### config.mk
export PLATFORM = sky130hd
export DESIGN_NAME = score_keeper
export DESIGN_NICKNAME = d
export VERILOG_FILES = /design/src/rtl/score_keeper.sv
export SDC_FILE = /design/constraint.sdc
export NUM_CORES = 1
export LEC_CHECK = 0
export BUFFER_PORTS_ARGS = -buffer_cell sky130_fd_sc_hd__buf_4
export CORE_ASPECT_RATIO = 1.2
export CORE_MARGIN = 3
export CORE_UTILIZATION = 45
export CTS_BUF_LIST = sky130_fd_sc_hd__clkbuf_8 sky130_fd_sc_hd__clkbuf_16
export DETAILED_ROUTE_END_ITERATION = 6
export GPL_TIMING_DRIVEN = 0
export PLACE_DENSITY = 0.6
export SYNTH_ARGS = -nofsm -noshare
export SYNTH_HDL_FRONTEND = slang
export SYNTH_SLANG_ARGS = --single-unit
### constraint.sdc
create_clock -name clk -period 14.9 [get_ports clk]
set_input_delay 0 -clock clk [delete_from_list [all_inputs] [get_ports clk]]
set_output_delay 0 -clock clk [all_outputs]
set_load 0.01 [all_outputs]
### src/rtl/score_keeper.sv
// score_keeper: multi-team basketball score accumulator. Debounces every button,
// combines simultaneous presses into a saturating net delta, keeps one undo level.
module score_keeper #(
   parameter int NUM_TEAMS       = 2,
   parameter int SCORE_W         = 11,
   parameter int MAX_SCORE       = 1999,
   parameter int DEBOUNCE_CYCLES = 400000
) (
   input  logic                           clk,
   input  logic                           reset,
   input  logic [NUM_TEAMS*6-1:0]         btn_n,
   input  logic [NUM_TEAMS-1:0]           undo_n,
   output logic [NUM_TEAMS*SCORE_W-1:0]   score,
   output logic [NUM_TEAMS-1:0]           evt_valid,
   output logic [NUM_TEAMS*4-1:0]         evt_delta
);

   localparam int NB = NUM_TEAMS * 7;
   localparam int CW = $clog2(DEBOUNCE_CYCLES + 1);
   localparam int XW = SCORE_W + 2;
   localparam logic [CW-1:0]        DB_MAX = CW'(DEBOUNCE_CYCLES);
   localparam logic signed [XW-1:0] MAX_X  = XW'(MAX_SCORE);
   localparam logic [SCORE_W-1:0]   MAX_S  = SCORE_W'(MAX_SCORE);

   // Bits [6N-1:0] are score buttons, bits [7N-1:6N] are the per-team undo buttons.
   logic [NB-1:0] w_raw;
   logic [NB-1:0] r_sync1;
   logic [NB-1:0] r_sync2;
   logic [NB-1:0] r_stable;
   logic [NB-1:0] r_last;
   logic [NB-1:0] w_press;
   logic [CW-1:0] r_cnt [NB];

   logic [NUM_TEAMS-1:0][SCORE_W-1:0] r_score;
   logic [NUM_TEAMS-1:0][SCORE_W-1:0] w_next;
   logic [NUM_TEAMS-1:0][3:0]         r_hist;
   logic [NUM_TEAMS-1:0][3:0]         r_evt_delta;
   logic [NUM_TEAMS-1:0][3:0]         w_delta;
   logic [NUM_TEAMS-1:0]              r_hist_v;
   logic [NUM_TEAMS-1:0]              r_evt_valid;
   logic [NUM_TEAMS-1:0]              w_evt;
   logic [NUM_TEAMS-1:0]              w_undo;

   function automatic logic signed [3:0] net_delta(input logic [5:0] p);
      net_delta = (p[0] ? 4'sd1 : 4'sd0) + (p[1] ? 4'sd2 : 4'sd0) + (p[2] ? 4'sd3 : 4'sd0)
                - (p[3] ? 4'sd1 : 4'sd0) - (p[4] ? 4'sd2 : 4'sd0) - (p[5] ? 4'sd3 : 4'sd0);
   endfunction

   // Two extra bits keep score+net free of wrap before the clamp.
   function automatic logic [SCORE_W-1:0] clamp_score(input logic [SCORE_W-1:0] cur,
                                                      input logic signed [3:0] net);
      logic signed [XW-1:0] sum;
      sum = $signed({2'b00, cur}) + $signed({{(XW-4){net[3]}}, net});
      if (sum[XW-1]) begin
         clamp_score = '0;
      end else if (sum > MAX_X) begin
         clamp_score = MAX_S;
      end else begin
         clamp_score = sum[SCORE_W-1:0];
      end
   endfunction

   assign w_raw   = {undo_n, btn_n};
   assign w_press = r_stable & ~r_last;

   // Synchroniser, per-bit debounce counter and press-edge history.
   always_ff @(posedge clk or negedge reset) begin
      if (!reset) begin
         r_sync1  <= '1;
         r_sync2  <= '1;
         r_stable <= '0;
         r_last   <= '0;
         for (int i = 0; i < NB; i++) begin
            r_cnt[i] <= '0;
         end
      end else begin
         r_sync1 <= w_raw;
         r_sync2 <= r_sync1;
         r_last  <= r_stable;
         for (int i = 0; i < NB; i++) begin
            if (r_sync2[i]) begin
               r_cnt[i]    <= '0;
               r_stable[i] <= 1'b0;
            end else if (r_cnt[i] == DB_MAX) begin
               r_stable[i] <= 1'b1;
            end else begin
               r_cnt[i] <= r_cnt[i] + CW'(1);
            end
         end
      end
   end

   // Per-team next score: a valid undo wins over (and discards) same-cycle presses.
   always_comb begin
      w_next  = r_score;
      w_delta = '0;
      w_evt   = '0;
      w_undo  = '0;
      for (int t = 0; t < NUM_TEAMS; t++) begin
         if (w_press[6*NUM_TEAMS+t] && r_hist_v[t]) begin
            w_undo[t]  = 1'b1;
            w_evt[t]   = 1'b1;
            w_next[t]  = r_score[t] - {{(SCORE_W-4){r_hist[t][3]}}, r_hist[t]};
            w_delta[t] = 4'b0000 - r_hist[t];
         end else begin
            w_next[t]  = clamp_score(r_score[t], net_delta(w_press[6*t +: 6]));
            w_delta[t] = 4'(w_next[t] - r_score[t]);
            w_evt[t]   = (w_next[t] != r_score[t]);
         end
      end
   end

   // Score, event and undo-history registers.
   always_ff @(posedge clk or negedge reset) begin
      if (!reset) begin
         r_score     <= '0;
         r_hist      <= '0;
         r_hist_v    <= '0;
         r_evt_valid <= '0;
         r_evt_delta <= '0;
      end else begin
         r_score     <= w_next;
         r_evt_valid <= w_evt;
         for (int t = 0; t < NUM_TEAMS; t++) begin
            r_evt_delta[t] <= w_evt[t] ? w_delta[t] : 4'b0000;
            if (w_undo[t]) begin
               r_hist_v[t] <= 1'b0;
            end else if (w_evt[t]) begin
               r_hist[t]   <= w_delta[t];
               r_hist_v[t] <= 1'b1;
            end else begin
               r_hist_v[t] <= r_hist_v[t];
            end
         end
      end
   end

   assign score     = r_score;
   assign evt_valid = r_evt_valid;
   assign evt_delta = r_evt_delta;

endmodule

==> impl_results.md, run 1 <==
- ANT cells: 0
- R2r startpoint: r_stable[9]$_DFFE_PN0P_
- Fin. max-slew vios: 0
- Status: finished, final reports clean
- Largest net degree at the start of global routing: 122
- FILL cells: ~4.0k
- Largest family of logic cells by synthesized area: simple AND/OR/NAND/NOR gates
- Multi-input gate area: 10,100 sq um
- Initial core utilization: 46.1%
- Worst-margin pin slew: 982 ps
- Reg2reg setup slack: 7910 ps
- Clock sinks: 364
- Hold Path Class: in2reg
- Setup crit start kind: flop
- First-pass GRT wire length: between 70 and 80 mm
- PortBufs: 47
- Hold EP: r_sync1[11]$_DFF_PN1_
- Final core utilization: 52.4%
- Sequential share of the synthesized area: 45.8%
- CP Class: reg2reg
- Die W: 198 microns
- Mean Syn Cell Area: about 9.4 sq um
- HPWL after detailed placement: 29.0 mm
- First-pass iteration count of the detailed router: 5
- Layout Nets: 2,345
- VDD IR-drop max: 0.0719 mV
- Power Total: ~2.1 mW
- Most common cell after layout, fill and taps aside: dfrtp_1
- Critical Path AT: approximately 7500 ps
- Minimum clock period: about 7000 ps
- Final Hold Viols: 0
- I/O pin cnt: 48
- Drt wl/cell: 14.7 microns
- CTS Buf Count: 40
- RSZ-0062 raised after global routing: no
- Static Leakage: roughly 9.9 nW
- Initial antenna violation count: 0
- Placed cell count: 2,720
- Depth of the worst register-to-register path: 28
- Critical Path RT: roughly 15,000 ps
- Share of synthesized flip-flops with an asynchronous set or reset: 100%
- Distinct cells, synth: 84
- Layout cells sized above 1: under 10%
- Vias per inst: 5.39
- Synth Instances: 2,118
- Cts repair resizes: 0
- Synthesized area: 20,000 sq um
- Commonest non-fill, non-tap cells in the layout: dfrtp_1 (336), nor2_1 (302), nand2_1 (171)
- Ys flop type: dfrtp_1
- Slew Limit Headroom: around a third
- Max Cap Viol: 0
- Fmax: roughly 0.14 GHz
- Post-synthesis xor/xnor area fraction: 11.4%
- Setup-failing EPs final: 0
- Remaining antenna violation count: 0
- Worst-Skew Late Latency: 550 ps
- Core Box Area: 43,300 sq um
- Synth Warn #: 0
- Die area: 46,900 sq um
- FP Rows: 83
- Worst path max stage delay: 670 ps
- Residual DRC: 0
- Hold path depth: 2
- Worst Setup End Kind: flop
- Via count of the first global-routing pass: around 15k
- Synth Area in Adders: under 10%
- Period utilization: 46.9%
- Worst R2R End: r_hist[7]$_DFFE_PN0P_
- Post-synth EDFFs: 0
- Vias: approximately 15k
- CTS HTree Levels: 2
- Global route overflow: 0
- Post-CTS setup buffers: 0
- Post-synthesis mux area share: 0.821%
- FF+latch count, synth: approximately 360
- Final WS setup: 7910 ps
- Clock Path Buffers: 3
- Post-Synth Simple-Gate Area: 21.8%
- Clock-pin slew on the worst setup and hold paths: 60 ps
- Worst-path fanout max: 15
- Drt total wl: 41.2 mm
- Die H: 237 microns
- Post-route clock skew: 17.0 ps
- CTS tree: done
- HP Start: btn_n[11]
- Clk Tree Root Cell: clkbuf_16
- Gr usage total: 17.8%
- Final setup TNS: 0 ps
- Hold-fix buffers, CTS: 17
- Slowest cell on crit path: nor4_2
- FF+latch area: around 9000 sq um
- PD cells: ~94 nW/um^2
- Non-Filler Instances: 2,811
- Mapped Nets: about 2.2k
- DP Worst Slack: 7390 ps
- DR iter-0 viols: 526
- Synth Area in Compound Gates: between 10% and 20%
- Area grow syn2layout: 13.8%
- GPL Wtd Cong: about 0.84
[state kept, by name, indices dropped and copies added (netlist names), 8 cells and up]
signal	count
r_last	14
evt_delta	8
r_cnt	266
score	22
r_hist	8
r_sync2	14
r_sync1	14
r_stable	14
[kinds of logic (layout without fill, tap and decap cells)]
logic type / Yosys count / after routing
and+or+nand+nor: 886 / 886
DFF: 364 / 364
AOI/OAI and AO/OA: 322 / 322
xor gates and xnor gates: 256 / 256
buffers and inverters: 172 / 313
adders and majority gates: 102 / 102
muxes: 16 / 16
[stage by stage]
stage | hold slack, ps | area (sq um)
finish | 94.1 | 22700
floorplan | -296 | 20000
CTS | 67.0 | 22700
global placement | 108 | 21000
detailed placement | -70.4 | 21100
global route | 81.0 | 22700
[cells in the mapped netlist, types with 8 or more instances]
cell type  number  share of area [%]
nor3_1         34               0.85
nand4b_1       12               0.53
a21oi_1       111                2.8
o21ai_0        85                2.1
mux2i_1        13               0.65
and2_1         12               0.38
o22ai_1        12               0.38
nand4_1        46                1.4
dfstp_2        28                3.7
fa_1           10                1.0
a31oi_1         9               0.28
nor2b_1        19               0.60
and3_1         42                1.3
xor2_1        165                7.2
buf_2          10               0.25
nand3_1        94                2.4
and4_1         12               0.53
nand2b_1       10               0.31
or3_1          55                1.7
dfrtp_1       336                 42
nor4_1         36                1.1
ha_1           92                5.8
or4_1           9               0.34
inv_1         117                2.2
a21o_1         20               0.75
nand2_1       171                3.2
nor2_1        302                5.7
xnor2_1        89                3.9
clkbuf_1       40               0.75
o21a_1          8               0.30
[critical path: cells and delay by family, from the launching register on]
kind,cells,cell delay [ps]
AO/OA/AOI/OAI,12,2930
XOR/XNOR,3,450
adder cells (fa/ha/maj),5,1490
buffers and inverters,5,510
flip-flops,1,340
AND/OR/NAND/NOR,3,1170
[how the worst max path moves through the flow]
stage                                  startpoint                endpoint  slack [ps]
after CTS                 r_stable[9]$_DFFE_PN0P_   r_hist[7]$_DFFE_PN0P_        7320
final                     r_stable[9]$_DFFE_PN0P_   r_hist[7]$_DFFE_PN0P_        7910
after global placement    r_stable[9]$_DFFE_PN0P_  evt_delta[7]$_DFF_PN0_        7600
after global routing      r_stable[9]$_DFFE_PN0P_   r_hist[7]$_DFFE_PN0P_        7480
after floorplan           r_stable[9]$_DFFE_PN0P_   r_hist[7]$_DFFE_PN0P_        8920
after detailed placement  r_stable[9]$_DFFE_PN0P_   r_hist[7]$_DFFE_PN0P_        7390
[area by class of cell]
| type | count | share of cell area [%] |
|---|---|---|
| clock inverters | 26 | 1.42 |
| clock buffers | 48 | 4.89 |
| inverters | 117 | 1.93 |
| well taps | 552 | 3.04 |
| flip-flops and latches | 364 | 40.3 |
| repair buffers | 67 | 2.74 |
| plain buffers | 55 | 1.02 |
| multi-input cells | 1582 | 44.7 |
[power breakdown]
part | leakage (nW) | switching (mW) | internal, mW
sequential | 4.96 | 0.0129 | 1.00
combinational | 4.25 | 0.0476 | 0.0239
clock | 0.726 | 0.416 | 0.640
[per-layer routing]
metal	track usage [%]	up-vias	share of wire [%]
met5	0	-	0
met4	4.57	0	2.0
met3	2.45	60	2.8
met2	30.5	162	48
met1	23.7	7378	47
li1	-	7539	-
Power figures use the tool's default switching activity.
==> run 2: changes to the inputs <==
PLACE_DENSITY = 0.62   (was 0.6)
clock period = 6.4 ns   (was 14.9 ns; I/O delays follow)
==> impl_results.md, run 2 (synthesis gave the netlist of run 1 again) <==
- Worst-margin pin slew: 1010 ps
- Via count of the first global-routing pass: about 15k
- Die W: 198 microns
- Clock-pin slew on the worst setup and hold paths: 60 ps
- Slew Limit Headroom: roughly a third
- First-pass GRT wire length: 70.6 mm
- Fin. max-slew vios: 0
- Setup crit start kind: flop
- Fmax: 0.161 GHz
- Final core utilization: 53.1%
- Worst-path fanout max: 10
- Clock Path Buffers: 3
- DP Worst Slack: -884 ps
- Met2 WL: 20.2 mm
- HPWL after detailed placement: 28.8 mm
- Clock sinks: 364
- Post-route cell area: 23,000 sq um
- Drt wl/cell: 14.6 microns
- CP delay by family, top: compound AO/OA/AOI/OAI gates
- FILL cells: 3,901
- Layout Nets: ~2.4k
- Period utilization: 97.3%
- Commonest non-fill, non-tap cells in the layout: dfrtp_1 (336), nor2_1 (299), nand2_1 (170)
- Number of flip-flops in the largest register: 266
- Metal3 WL: 1.38 mm
- Power Total: 5.03 mW
- First-pass iteration count of the detailed router: 5
- Critical Path RT: 6820 ps
- Multi-input gate area: 10,300 sq um
- Drt total wl: just over 40 mm
- Minimum clock period: 6230 ps
- CTS HTree Levels: 2
- DR iter-0 viols: 475
- Core Box Area: 43,300 sq um
- Initial core utilization: 46.1%
- Non-Filler Instances: 2,821
- Worst Setup End Kind: flop
- Slowest cell on crit path: fa_1
- Die area: about 47,000 sq um
- I/O pin cnt: 48
- Status: finished, final reports clean
- Final Hold Viols: 0
- Setup-failing EPs final: 0
- Clk Tree Root Cell: clkbuf_16
- Worst Path Buf+Inv: 4
- Layout cells sized above 1: 9.52%
- Area grow syn2layout: 15.2%
- Met1 Wirelength: 18.8 mm
- Gr usage total: ~18%
- CP Class: reg2reg
- Placed cell count: 2,720
- PD cells: ~220 nW/um^2
- Final WS setup: 174 ps
- Hold Path Class: in2async
- Global route overflow: 0
- CTS Buf Count: 39
- VDD IR-drop max: 0.204 mV
- Critical Path AT: between 6000 and 7000 ps
- Most common cell after layout, fill and taps aside: dfrtp_1
- FP Rows: 83
- Largest net degree at the start of global routing: about 110
- Worst path max stage delay: 580 ps
- Residual DRC: 0
- Initial antenna violation count: 0
- Remaining antenna violation count: 0
- Critical path cell sequence: nor2b_4 > xnor2_1 > ha_1 > a21oi_1 > fa_1 > inv_1 > ha_1 > a21oi_1 > nand2_4 > clkinvlp_4 > ha_1 > a21o_1 > a221o_2 > or3_1 > o211ai_2 > buf_2 > a31oi_1 > ha_1 > nand3_1 > or3b_1 > a2111oi_4 > and2_1 > buf_4 > o22ai_1
- Vias per inst: 5.37
- Vias: 15.2k
- Worst-Skew Late Latency: 560 ps
- Most flops, register: r_cnt
- Die H: 237 microns
- GPL Wtd Cong: ~0.82
- FF+latch area: a little over 9000 sq um
- PortBufs: 47
- Crit path top cell by count: ha_1
- Static Leakage: between 10 and 15 nW
- Highest routed layer: met4
- ANT cells: 0
- CTS tree: done
- Post-route clock skew: 24.0 ps
- Dpl cell area: 21,100 sq um
- Max Cap Viol: 0
-- run 2: cell count changes in the layout (fill, tap and decap cells not counted), sizes merged --
cell / delta
buf: +11
clkinvlp: +3
bufinv: +3
clkinv: -8
inv: +1
-- run 2: path summary, 6_finish.rpt --
kind                                           to  slack [ps]  cells after the start               startpoint
min in group clk             r_sync1[7]$_DFF_PN1_         100                      2                 btn_n[7]
max                        evt_delta[2]$_DFF_PN0_         170                     24  r_stable[1]$_DFFE_PN0P_
min reg2reg                  r_sync2[9]$_DFF_PN1_         350                      0     r_sync1[9]$_DFF_PN1_
max reg2reg                evt_delta[2]$_DFF_PN0_         170                     24  r_stable[1]$_DFFE_PN0P_
min                         r_cnt[99]$_DFFE_PN0P_          10                      2                    reset
max in group asynchronous    r_sync2[3]$_DFF_PN1_        5020                      4                    reset
-- run 2: routing by layer --
metal	vias up	track usage [%]
met5	-	0
met4	0	5.36
met3	50	2.66
met2	195	30.5
met1	7355	22.8
li1	7560	-
-- run 2: final cells by class --
cell class	count	share of cell area (%)
multi-input cells	1582	44.8
flip-flops and latches	364	39.8
clock buffers	46	4.71
repair buffers	80	3.19
well taps	552	3.01
inverters	117	1.93
clock inverters	24	1.56
plain buffers	55	1.03
repair inverters	1	0.0327
-- run 2: what timing repair did --
| item | CTS | global route |
|---|---|---|
| resized for setup | 10 | 23 |
| endpoints found under the hold margin | 261 | 0 |
| hold buffers | 16 | 0 |
| cloned | 1 | 0 |
| pin swaps | 2 | 3 |
| buffers inserted | 7 | 7 |
| setup endpoints to repair | 19 | 18 |
-- run 2: where the power goes --
part           internal [mW]  total (mW)  switching [mW]  leakage [nW]
Sequential              2.34        2.37          0.0305          4.96
Combinational         0.0540       0.162           0.108          4.35
Clock                   1.57        2.50           0.930         0.726
Total                   3.97        5.03            1.07          10.0
-- run 2: worst register-to-register path, stage by stage (launching register included) --
cell and delay, ps:
dfrtp_1 440, nor2b_4 210, xnor2_1 140, ha_1 190, a21oi_1 60, fa_1 580
inv_1 60, ha_1 180, a21oi_1 430, nand2_4 160, clkinvlp_4 170, ha_1 310
a21o_1 210, a221o_2 450, or3_1 370, o211ai_2 230, buf_2 270, a31oi_1 90
ha_1 350, nand3_1 100, or3b_1 390, a2111oi_4 260, and2_1 180, buf_4 150
o22ai_1 100
-- run 2: through the flow --
| step | hold slack, ps | setup TNS (ps) |
|---|---|---|
| floorplan | -296 | 0 |
| global placement | 109 | -8840 |
| detailed placement | 3.39 | -11500 |
| CTS | 3.51 | 0 |
| global route | 40.4 | -90.7 |
| finish | 10.6 | 0 |
